### src/rtl/ir_sampler_if.sv
// A2D request/response channel between the IR sampler (master) and the converter (slave).
// a2d_strt is a one-cycle request, a2d_chnl is held until the one-cycle a2d_cnv_cmplt, and a2d_res is valid only with that strobe.
interface ir_sampler_if;
    logic        a2d_strt;
    logic [2:0]  a2d_chnl;
    logic        a2d_cnv_cmplt;
    logic [11:0] a2d_res;

    modport master (
        output a2d_strt,
        output a2d_chnl,
        input  a2d_cnv_cmplt,
        input  a2d_res
    );

    modport slave (
        input  a2d_strt,
        input  a2d_chnl,
        output a2d_cnv_cmplt,
        output a2d_res
    );
endinterface

### src/rtl/ir_sampler.sv
// Periodic IR frame sampler: 8 ambient conversions, emitter settle, 8 lit conversions,
// then an atomic publish of lit-minus-ambient (floored at 0) with a one-cycle IR_vld.
module ir_sampler #(
    parameter int PERIOD_CYCLES  = 50000,
    parameter int SETTLE_CYCLES  = 1024,
    parameter int TIMEOUT_CYCLES = 4096
) (
    input  logic         clk,
    input  logic         rst_n,
    input  logic         en,
    ir_sampler_if.master a2d,
    output logic         IR_en,
    output logic [11:0]  IR_R0,
    output logic [11:0]  IR_R1,
    output logic [11:0]  IR_R2,
    output logic [11:0]  IR_R3,
    output logic [11:0]  IR_L0,
    output logic [11:0]  IR_L1,
    output logic [11:0]  IR_L2,
    output logic [11:0]  IR_L3,
    output logic         IR_vld,
    output logic         a2d_timeout,
    output logic         frame_ovr,
    output logic [2:0]   state_dbg
);

    typedef enum logic [2:0] {
        IDLE     = 3'd0,
        AMB_REQ  = 3'd1,
        AMB_WAIT = 3'd2,
        SETTLE   = 3'd3,
        LIT_REQ  = 3'd4,
        LIT_WAIT = 3'd5,
        COMMIT   = 3'd6
    } state_t;

    localparam int PW   = (PERIOD_CYCLES > 1) ? $clog2(PERIOD_CYCLES) : 1;
    localparam int CMAX = (SETTLE_CYCLES > TIMEOUT_CYCLES) ? SETTLE_CYCLES : TIMEOUT_CYCLES;
    localparam int CW   = $clog2(CMAX + 1);

    localparam logic [PW-1:0] PER_LAST = PW'(PERIOD_CYCLES - 1);
    localparam logic [CW-1:0] SET_LAST = CW'(SETTLE_CYCLES - 1);
    localparam logic [CW-1:0] TO_LAST  = CW'(TIMEOUT_CYCLES - 1);

    state_t        state_q, state_d;
    logic [PW-1:0] per_q;
    logic [CW-1:0] cnt_q, cnt_d;
    logic [2:0]    ch_q, ch_d;
    logic          tick;
    logic          commit;
    logic          abort;
    logic [11:0]   amb_q [8];
    logic [11:0]   lit_q [8];
    logic [11:0]   ir_q  [8];

    // Tick fires in the last cycle of each period; the counter is parked at 0 while disabled.
    assign tick = en && (per_q == PER_LAST);

    always_ff @(posedge clk or negedge rst_n) begin
        if (!rst_n) begin
            per_q <= '0;
        end else if (!en || (per_q == PER_LAST)) begin
            per_q <= '0;
        end else begin
            per_q <= per_q + 1'b1;
        end
    end

    // cnt_q is shared: conversion timeout in *_WAIT, emitter settle time in SETTLE.
    always_comb begin
        state_d = state_q;
        ch_d    = ch_q;
        cnt_d   = '0;
        commit  = 1'b0;
        abort   = 1'b0;
        case (state_q)
            IDLE: begin
                if (tick) begin
                    state_d = AMB_REQ;
                    ch_d    = '0;
                end
            end
            AMB_REQ: state_d = AMB_WAIT;
            LIT_REQ: state_d = LIT_WAIT;
            AMB_WAIT, LIT_WAIT: begin
                if (a2d.a2d_cnv_cmplt) begin
                    if (ch_q == 3'd7) begin
                        ch_d    = '0;
                        state_d = (state_q == AMB_WAIT) ? SETTLE : COMMIT;
                    end else begin
                        ch_d    = ch_q + 3'd1;
                        state_d = (state_q == AMB_WAIT) ? AMB_REQ : LIT_REQ;
                    end
                end else if (cnt_q == TO_LAST) begin
                    abort   = 1'b1;
                    state_d = IDLE;
                end else begin
                    cnt_d = cnt_q + 1'b1;
                end
            end
            SETTLE: begin
                if (cnt_q == SET_LAST) begin
                    state_d = LIT_REQ;
                    ch_d    = '0;
                end else begin
                    cnt_d = cnt_q + 1'b1;
                end
            end
            COMMIT: begin
                commit  = 1'b1;
                state_d = IDLE;
            end
            default: state_d = IDLE;
        endcase
        if (!en) begin
            state_d = IDLE;
            ch_d    = '0;
            commit  = 1'b0;
            abort   = 1'b0;
        end
    end

    always_ff @(posedge clk or negedge rst_n) begin
        if (!rst_n) begin
            state_q     <= IDLE;
            ch_q        <= '0;
            cnt_q       <= '0;
            IR_vld      <= 1'b0;
            a2d_timeout <= 1'b0;
            frame_ovr   <= 1'b0;
        end else begin
            state_q     <= state_d;
            ch_q        <= ch_d;
            cnt_q       <= cnt_d;
            IR_vld      <= commit;
            a2d_timeout <= abort;
            frame_ovr   <= tick && (state_q != IDLE);
        end
    end

    // Shadow registers only capture inside a wait; published words change only on commit.
    always_ff @(posedge clk or negedge rst_n) begin
        if (!rst_n) begin
            for (int i = 0; i < 8; i++) begin
                amb_q[i] <= '0;
                lit_q[i] <= '0;
                ir_q[i]  <= '0;
            end
        end else begin
            if (a2d.a2d_cnv_cmplt && en) begin
                if (state_q == AMB_WAIT) amb_q[ch_q] <= a2d.a2d_res;
                if (state_q == LIT_WAIT) lit_q[ch_q] <= a2d.a2d_res;
            end
            if (commit) begin
                for (int i = 0; i < 8; i++) begin
                    ir_q[i] <= (lit_q[i] >= amb_q[i]) ? (lit_q[i] - amb_q[i]) : 12'd0;
                end
            end
        end
    end

    assign a2d.a2d_strt = (state_q == AMB_REQ) || (state_q == LIT_REQ);
    assign a2d.a2d_chnl = ch_q;
    assign IR_en        = (state_q == SETTLE) || (state_q == LIT_REQ) || (state_q == LIT_WAIT);
    assign state_dbg    = state_q;

    assign IR_R0 = ir_q[0];
    assign IR_R1 = ir_q[1];
    assign IR_R2 = ir_q[2];
    assign IR_R3 = ir_q[3];
    assign IR_L0 = ir_q[4];
    assign IR_L1 = ir_q[5];
    assign IR_L2 = ir_q[6];
    assign IR_L3 = ir_q[7];

endmodule

### src/flat_wrapper.sv
// flat-port wrapper written by rule: the top's interface ports become plain ports
module ir_sampler_flat 
#(
    parameter int PERIOD_CYCLES  = 50000,
    parameter int SETTLE_CYCLES  = 1024,
    parameter int TIMEOUT_CYCLES = 4096
)
  (clk, rst_n, en, IR_en, IR_R0, IR_R1, IR_R2, IR_R3, IR_L0, IR_L1, IR_L2, IR_L3, IR_vld, a2d_timeout, frame_ovr, state_dbg, a2d_a2d_strt, a2d_a2d_chnl, a2d_a2d_cnv_cmplt, a2d_a2d_res);
  ir_sampler_if a2d_i ();
  input  logic clk;
  input  logic rst_n;
  input  logic en;
  output logic IR_en;
  output logic [11:0] IR_R0;
  output logic [11:0] IR_R1;
  output logic [11:0] IR_R2;
  output logic [11:0] IR_R3;
  output logic [11:0] IR_L0;
  output logic [11:0] IR_L1;
  output logic [11:0] IR_L2;
  output logic [11:0] IR_L3;
  output logic IR_vld;
  output logic a2d_timeout;
  output logic frame_ovr;
  output logic [2:0] state_dbg;
  output wire logic [$bits(a2d_i.a2d_strt)-1:0] a2d_a2d_strt;
  output wire logic [$bits(a2d_i.a2d_chnl)-1:0] a2d_a2d_chnl;
  input wire logic [$bits(a2d_i.a2d_cnv_cmplt)-1:0] a2d_a2d_cnv_cmplt;
  input wire logic [$bits(a2d_i.a2d_res)-1:0] a2d_a2d_res;
  assign a2d_a2d_strt = a2d_i.a2d_strt;
  assign a2d_a2d_chnl = a2d_i.a2d_chnl;
  assign a2d_i.a2d_cnv_cmplt = a2d_a2d_cnv_cmplt;
  assign a2d_i.a2d_res = a2d_a2d_res;
  ir_sampler #(.PERIOD_CYCLES(PERIOD_CYCLES), .SETTLE_CYCLES(SETTLE_CYCLES), .TIMEOUT_CYCLES(TIMEOUT_CYCLES)) u_core (.clk(clk), .rst_n(rst_n), .en(en), .a2d(a2d_i), .IR_en(IR_en), .IR_R0(IR_R0), .IR_R1(IR_R1), .IR_R2(IR_R2), .IR_R3(IR_R3), .IR_L0(IR_L0), .IR_L1(IR_L1), .IR_L2(IR_L2), .IR_L3(IR_L3), .IR_vld(IR_vld), .a2d_timeout(a2d_timeout), .frame_ovr(frame_ovr), .state_dbg(state_dbg));
endmodule
### config.mk
export PLATFORM = sky130hd
export DESIGN_NAME = ir_sampler_flat
export DESIGN_NICKNAME = d
export VERILOG_FILES = /design/src/rtl/ir_sampler_if.sv /design/src/rtl/ir_sampler.sv /design/src/flat_wrapper.sv
export SDC_FILE = /design/constraint.sdc
export NUM_CORES = 1
export LEC_CHECK = 0
export CORE_ASPECT_RATIO = 0.5
export CORE_MARGIN = 2
export CORE_UTILIZATION = 54
export DETAILED_ROUTE_END_ITERATION = 8
export PLACE_DENSITY = 0.79
export REMOVE_ABC_BUFFERS = 1
export SLEW_MARGIN = 10
export SYNTH_ARGS = -nofsm -noshare
export SYNTH_HDL_FRONTEND = slang
export SYNTH_SLANG_ARGS = --single-unit
### constraint.sdc
create_clock -name clk -period 2.5 [get_ports clk]
set_clock_uncertainty 0.15 [all_clocks]
set_input_delay 0.375 -clock clk [delete_from_list [all_inputs] [get_ports clk]]
set_output_delay 0.375 -clock clk [all_outputs]
set_load 0.02 [all_outputs]
---- Word level (Yosys, flattened, before mapping) ----
Index checks and enable logic that the tools add are counted.
word-level totals
  latch bits .............................. 0
  memory bits (read-only) ................. 0
  output and inout bits ................... 107
  memory bits (writable) .................. 0
  memories kept ........................... 0
  input port bits ......................... 16
  register bits ........................... 326
cells by class
  div/mod/pow operators ................... 0
  $mul .................................... 0
  eq/ne operators ......................... 15
  muxes and demuxes ....................... 38
  shift operators ......................... 0
  reductions and logical operators ........ 16
  add/sub/neg operators ................... 11
  bitwise operators ....................... 1
  order comparisons ....................... 10
operator list
  cell                                                         count
  bitwise mux 96 bit                                           2
  2-to-1 mux 12 bit                                            9
  >= comparator 12 bit                                         8
  subtractor 12 bit                                            8
  2-to-1 mux 13 bit                                            3
  2-to-1 mux 3 bit                                             13
  demux 12 bit (select 3 bit)                                  1
  case mux 13 bit (2 select lines)                             1
  adder 16 x 1 -> 16 bit (second input constant)               1
  equality test 16 bit (second input constant)                 1
  2-to-1 mux 16 bit                                            1
  case mux 3 bit (5 select lines)                              1
  adder 13 x 1 -> 13 bit (second input constant)               1
  equality test 13 x 10 -> 1 bit (second input constant)       1
  equality test 13 x 12 -> 1 bit (second input constant)       1
  equality test 3 bit (second input constant)                  4
  case mux 3 bit (3 select lines)                              1
  equality test 3 x 2 -> 1 bit (second input constant)         2
  2-to-1 mux 1 bit                                             6
  inequality test 3 x 2 -> 1 bit (second input constant)       2
  >= comparator 4 bit (second input constant)                  1
  logical AND 1 bit                                            4
  logical OR 1 bit                                             4
  less-than comparator 4 x 1 -> 1 bit (second input constant)  1
  other kinds (13)                                             14

---- Longest topological paths before layout ----
Gate-level depths: netlist of the first run.
  depth in word-level cells ............... 6
  gate-level depth with buffers ........... 11
  mapped depth without buffers ............ 10

---- Least setup slack after synthesis of the first run ----
No wires, ideal clock.
  kind .................................... register to register
  start ................................... reg u_core.lit_q[0] in the netlist's numbering
  end ..................................... reg u_core.ir_q (netlist bit u_core.IR_L3[7])
  cell stages (with the launch flop) ...... 12
  period minus slack after synthesis ...... 2.492 ns
  buffers on the path ..................... 1
  arrival ................................. 2.220 ns
  path slack .............................. 0.008 ns
  path through ............................ dfrtp_1 -> inv_1 -> ha_1 -> inv_1 -> fa_1 -> a21o_1 -> a21oi_1 -> a21oi_1 -> nor3_1 -> nor3_1 -> clkbuf_1 -> a32o_1
between the ends
  longest elaborated chain between the ends .. 2
  elaborated cells between the ends (all ways) .. 3
RTL lines
  what                                                              line               text
  start, declared                                                   ir_sampler.sv:53   logic [11:0] lit_q [8];
  start signal, assigned by index                                   ir_sampler.sv:152  if (state_q == LIT_WAIT) lit_q[ch_q] <= a2d.a2d_res;
  subtractor 12 bit / >= comparator 12 bit (equally long branches)  ir_sampler.sv:156  ir_q[i] <= (lit_q[i] >= amb_q[i]) ? (lit_q[i] - amb_q[i]) : 12'd0;
  2-to-1 mux 12 bit *                                               ir_sampler.sv:156
  end signal, assigned by index                                     ir_sampler.sv:156
  end, declared                                                     ir_sampler.sv:54   logic [11:0] ir_q [8];
Every way passes the cells marked *; elsewhere a longest branch is shown, timed or not.
A chain may end at the register's enable or synchronous reset.

---- Worst setup path after layout of the first run ----
  start ................................... reg u_core.ch_q[2], in the netlist u_core.a2d.a2d_chnl[2]
  end ..................................... out a2d_a2d_chnl[2]
RTL lines
  what                    line                text
  start, declared         ir_sampler.sv:48    logic [2:0] ch_q, ch_d;
  start signal, assigned  ir_sampler.sv:133   ch_q <= ch_d;
  end, declared           flat_wrapper.sv:27  output wire logic [$bits(a2d_i.a2d_chnl)-1:0] a2d_a2d_chnl;
No word-level cell between the ends.

==> impl_metrics.ini, run 1 <==
[outcome]
outcome = completed

[timing]
hold_viol = 0
setup_viol_count_final = 0
clock.fmax_mhz = 409
max-slew-margin-rel_pct = 58.8
worst_slack_ns = 0.0560
layout_min_cycle_time_ns = 2.44
min_period_over_period_pct = 97.8
tightest_slew_ns = 0.619
slew_viol_final = 0

[synth]
netlist_top_cells_area = dfrtp_1, ha_1, mux2_2
synth_largest_area_cell = dfrtp_1
synthCells = 1600
synth_cell_types = 57
synth_edf_count = 0
synth_seq_area_share_pct = 48.3
ys_seq_elements = 326
syn_area_um2 = 16900
ys_async_sr_fraction_pct = 100
synthFlopType = dfrtp_1
synth_top_area_share_pct = 48.3
yosysWarnings = 0
syn_area_per_cell_um2 = 10.5

[clock_network]
clockBufferDepth = 3
cts_tree = built
clk_pin_slew_worst_paths_ns = 0.06
cts_buffers = 29
clock_sinks = 326
insertion_delay_ns = 0.57
ctsHtreeMaxLevel = 1
cts_root_buf = clkbuf_16

[drt]
via_per_inst = 5.69
vias = 12708
first_pass_iters = 5
drt_wl_total_mm = 40.4
wl_per_cell_um = 18.1
drt-initial-drc-count = 857
drc_errors = 0
ant_nets = 0

[global_route]
grt_overflow = 0
grt_pass1_wl_mm = 64.7
grt_max_degree = 74
grt_usage_pct = 24.7
antenna_found_initial = 1
grt_pass1_vias = 12572

[pwr]
power_density_nw_per_um2 = 563
finalPower_mw = 11.4
leakagePower_nw = 9.77
vdd_ir_drop_max_mv = 0.549

[placement]
dp.cells = 2171
dp_slack_ns = -0.204
gp_congestion = 0.891
portBuffers = 122
place_hpwl_mm = 27.4

[critical_path]
critPathKind = reg2out
slowest_delay_ns = 0.74
rrSetupSlack_ns = 0.06
cp_cell_sequence = clkdlybuf4s50_1
cp.arrival_ns = 1.92
end_kind = output port
cp.required_ns = 1.98
path_max_fanout = 10
startpoint_type = register
cp_top_family = buffers and inverters
slowest_stage = clkdlybuf4s50_1
crit_buf_inv = 1

[layout]
multi_input_area_um2 = 8100
final_common_cell = dfrtp_1
ff_latch_area_um2 = 8160
final_nets = 1912
diodes = 0
final_core_util_pct = 66.5
mostFrequentLayoutCells = dfrtp_1, inv_1, nand2_1, o21ai_0, clkdlybuf4s50_1
fill_cells = 2299
drive_gt1_share_pct = 16.9
syn2layout_area_growth_pct = 20.4
stdcell_count = 2232

[floorplanning]
io_pins = 123
initial_core_util_pct = 55.3
row_count = 45
dieArea_um2 = 32800
die_y_um = 129
core_um2 = 30500
die_w_um = 254

[hold_path]
hp-class = in2async

[flow_run]
cap_violations = 0
worst paths after layout:
kind,from,end,cells after the start
min reg2reg,u_core.per_q[0]$_DFF_PN0_,u_core.per_q[0]$_DFF_PN0_,1
max in group asynchronous,rst_n,u_core.IR_L0[10]$_DFFE_PN0P_,3
min,rst_n,u_core.per_q[12]$_DFF_PN0_,2
max,u_core.a2d.a2d_chnl[2]$_DFFE_PN0P_,a2d_a2d_chnl[2],1
max reg2reg,u_core.state_dbg[1]$_DFFE_PN0P_,u_core.amb_q[91]$_DFFE_PN0P_,4
min in group clk,u_core.per_q[0]$_DFF_PN0_,u_core.per_q[0]$_DFF_PN0_,1
cell usage after synthesis, types with 13 or more instances:
master and n:
nand4_1 19, nand2_1 135, a32o_1 27, inv_1 141, or3_1 21, nor2_1 68
xor2_1 30, mux2_2 100, nand2b_1 26, ha_1 100, a21oi_1 101, o211ai_1 20
nand3_1 28, clkbuf_1 44, buf_2 13, o21ai_0 132, dfrtp_1 326, a22o_1 68
a21o_1 21, mux2_4 20, xnor2_1 42
report_power, final:
| group | switching [mW] | internal, mW | total, mW |
|---|---|---|---|
| clock network | 2.01 | 2.50 | 4.51 |
| logic | 0.808 | 0.590 | 1.40 |
| registers | 0.0893 | 5.44 | 5.53 |
through the flow:
step	setup TNS, ns	area [um2]	hold slack (ns)
floorplan	-203.47	16600	-0.0706
global placement	-2.70	19100	0.243
detailed placement	-5.80	19100	0.259
CTS	0	20100	0.247
global route	-0.0580	20300	0.271
finish	0	20300	0.240
repair_timing:
item                       CTS  global route
setup endpoints to repair   55           106
gates cloned                 0             4
setup buffers                1             3
hold endpoints to repair    63             0
hold buffers                 1             0
pin swaps                    3            14
gates resized for setup     12            47
kinds of logic after synthesis:
logic type,Yosys count,share of synthesized area [%]
compound gates,419,16.2
xor+xnor,72,3.74
simple gates,352,10.1
mux,122,8.57
flops,326,48.3
fa+ha+maj,108,8.36
buf+inv,201,4.66
area by class of cell:
class	count	area share, %
flip-flops and latches	326	40.2
inverters	141	2.61
multi-input cells	1074	39.9
clock inverters	8	0.364
well taps	423	2.61
clock buffers	44	4.29
repair buffers	216	10.1
flip-flops by register name, indices dropped and copies added (netlist names), 3 cells and up:
| register | cells |
|---|---|
| u_core.IR_R0 | 12 |
| u_core.IR_L2 | 12 |
| u_core.cnt_q | 13 |
| u_core.amb_q | 96 |
| u_core.IR_L3 | 12 |
| u_core.per_q | 16 |
| u_core.state_dbg | 3 |
| u_core.lit_q | 96 |
| u_core.IR_R3 | 12 |
| u_core.IR_R2 | 12 |
| u_core.a2d.a2d_chnl | 3 |
| u_core.IR_L1 | 12 |
| u_core.IR_R1 | 12 |
| u_core.IR_L0 | 12 |
per-layer routing:
layer  global-route usage (%)  up-vias  wire (um)
met4                     7.34        0       1220
met5                        0        -          0
li1                         -     6031          -
met1                     34.4     6306      18500
met2                     40.8      294      19000
met3                     3.28       77       1670
Note: power is estimated with default switching activity, not from simulation.
==> run 2, diff against run 1 <==
Settings changed: CORE_MARGIN 2 to 10.
==> impl_metrics.ini, run 2 (synthesized netlist as in run 1, its figures left out) <==
[outcome]
outcome = completed

[critical_path]
path_max_fanout = 10
slowest_delay_ns = 0.75
cp.arrival_ns = 1.93
cp_top_family = buffers and inverters
cp-startpoint = u_core.a2d.a2d_chnl[2]$_DFFE_PN0P_
slowest_stage = clkdlybuf4s50_1
cp_cell_sequence = clkdlybuf4s50_1
critPathKind = reg2out
crit_buf_inv = 1
startpoint_type = register
cp.required_ns = 1.98
r2r-start = u_core.amb_q[63]$_DFFE_PN0P_
end_kind = output port

[clock_network]
cts_root_buf = clkbuf_16
insertion_delay_ns = 0.57
clock_sinks = 326
cts_buffers = 30
clockBufferDepth = 3
cts_tree = built
clk_pin_slew_worst_paths_ns = 0.06
ctsHtreeMaxLevel = 1

[drt]
via_per_inst = 5.66
drt_wl_total_mm = 40.7
drc_errors = 0
drt-initial-drc-count = 1118
vias = 12694
first_pass_iters = 5
wl_per_cell_um = 18.2
ant_nets = 0

[floorplanning]
io_pins = 123
die_y_um = 145
die_w_um = 270
initial_core_util_pct = 55.2
row_count = 45
core_um2 = 30600
dieArea_um2 = 39100

[pwr]
power_density_nw_per_um2 = 577
leakagePower_nw = 9.83
vdd_ir_drop_max_mv = 0.442

[layout]
reg_top3 = u_core.amb_q: 96 flops, u_core.lit_q: 96 flops, u_core.per_q: 16 flops
mostFrequentLayoutCells = dfrtp_1, inv_1, nand2_1, clkdlybuf4s50_1, o21ai_0
syn2layout_area_growth_pct = 21.4
drive_gt1_share_pct = 17.7
final_common_cell = dfrtp_1
final_cell_area_um2 = 20500
diodes = 0
fill_cells = 2234
final_nets = 1919
final_core_util_pct = 67.0

[global_route]
grt_usage_pct = 20.2
grt_overflow = 0
grt_pass1_wl_mm = 66.6
antenna_found_initial = 0
grt_max_degree = 60
grt_pass1_vias = 12764

[timing]
fin_tns_setup_ns = 0
tightest_slew_ns = 0.530
clock.fmax_mhz = 407
min_period_over_period_pct = 98.4
hold_viol = 0
setup_viol_count_final = 0
slew_viol_final = 0
layout_min_cycle_time_ns = 2.46
max-slew-margin-rel_pct = 64.7

[hold_path]
hp-class = in2async

[placement]
post_dp_cell_area_um2 = 19200
gp_congestion = 0.868
place_hpwl_mm = 28.4
portBuffers = 122

[flow_run]
cap_violations = 0
[run 2: layout make-up]
class	instances	area, um2	area share (%)
Clock buffer	44	895	4.37
Clock inverter	11	164	0.800
Inverter	141	529	2.58
Multi-Input combinational cell	1074	8150	39.8
Sequential cell	326	8160	39.8
Tap cell	423	529	2.58
Timing Repair Buffer	222	2070	10.1
[run 2: repair_timing]
item | 4_1_cts | 5_1_grt
pin swaps | 3 | 15
setup endpoints to repair | 79 | 99
hold buffers | 1 | 0
hold endpoints to repair | 64 | 0
cloned | 0 | 4
setup buffers | 0 | 2
gates resized for setup | 15 | 56
[run 2: per-stage QoR]
step                      power, mW  setup WS (ns)  hold WS [ns]  cells
after detailed placement       6.95         -0.231         0.201   2179
after global placement         6.91         -0.150         0.197   2179
after floorplan                6.44          -2.17       -0.0706   1540
after CTS                      11.9       0.000457         0.198   2235
after global routing           12.3        -0.0502         0.236   2241
final                          11.8         0.0402         0.194   2241
[run 2: report_power, final]
group | switching [mW] | leakage (nW) | internal [mW]
combinational | 0.813 | 5.12 | 0.589
sequential | 0.0882 | 4.20 | 5.44
clock | 2.01 | 0.516 | 2.89
total | 2.91 | 9.83 | 8.92
[run 2: path summary, 6_finish.rpt]
path                                                     end  slack, ns  cells after the start
worst max-delay path                         a2d_a2d_chnl[2]       0.04                      1
worst min-delay path               u_core.per_q[8]$_DFF_PN0_       0.19                      2
worst max register to register  u_core.IR_R2[10]$_DFFE_PN0P_       0.04                      8
worst min register to register     u_core.per_q[0]$_DFF_PN0_       0.31                      1
max in group asynchronous        u_core.IR_R2[7]$_DFFE_PN0P_       1.12                      3
min in group clk                   u_core.per_q[0]$_DFF_PN0_       0.31                      1
[run 2: layer usage]
metal  up-vias  global-route usage (%)  part of all wire, %
met5         -                       0                    0
met4         0                    4.58                  1.9
met3        53                    3.19                  4.5
met2       275                    34.9                   49
met1      6318                    26.3                   44
li1       6048                       -                    -
==> run 3, diff against run 2 <==
Settings changed: SLEW_MARGIN 10 to 20.
==> results of run 3 <==
Final layout, timing and power as in run 2 (identical DEF).
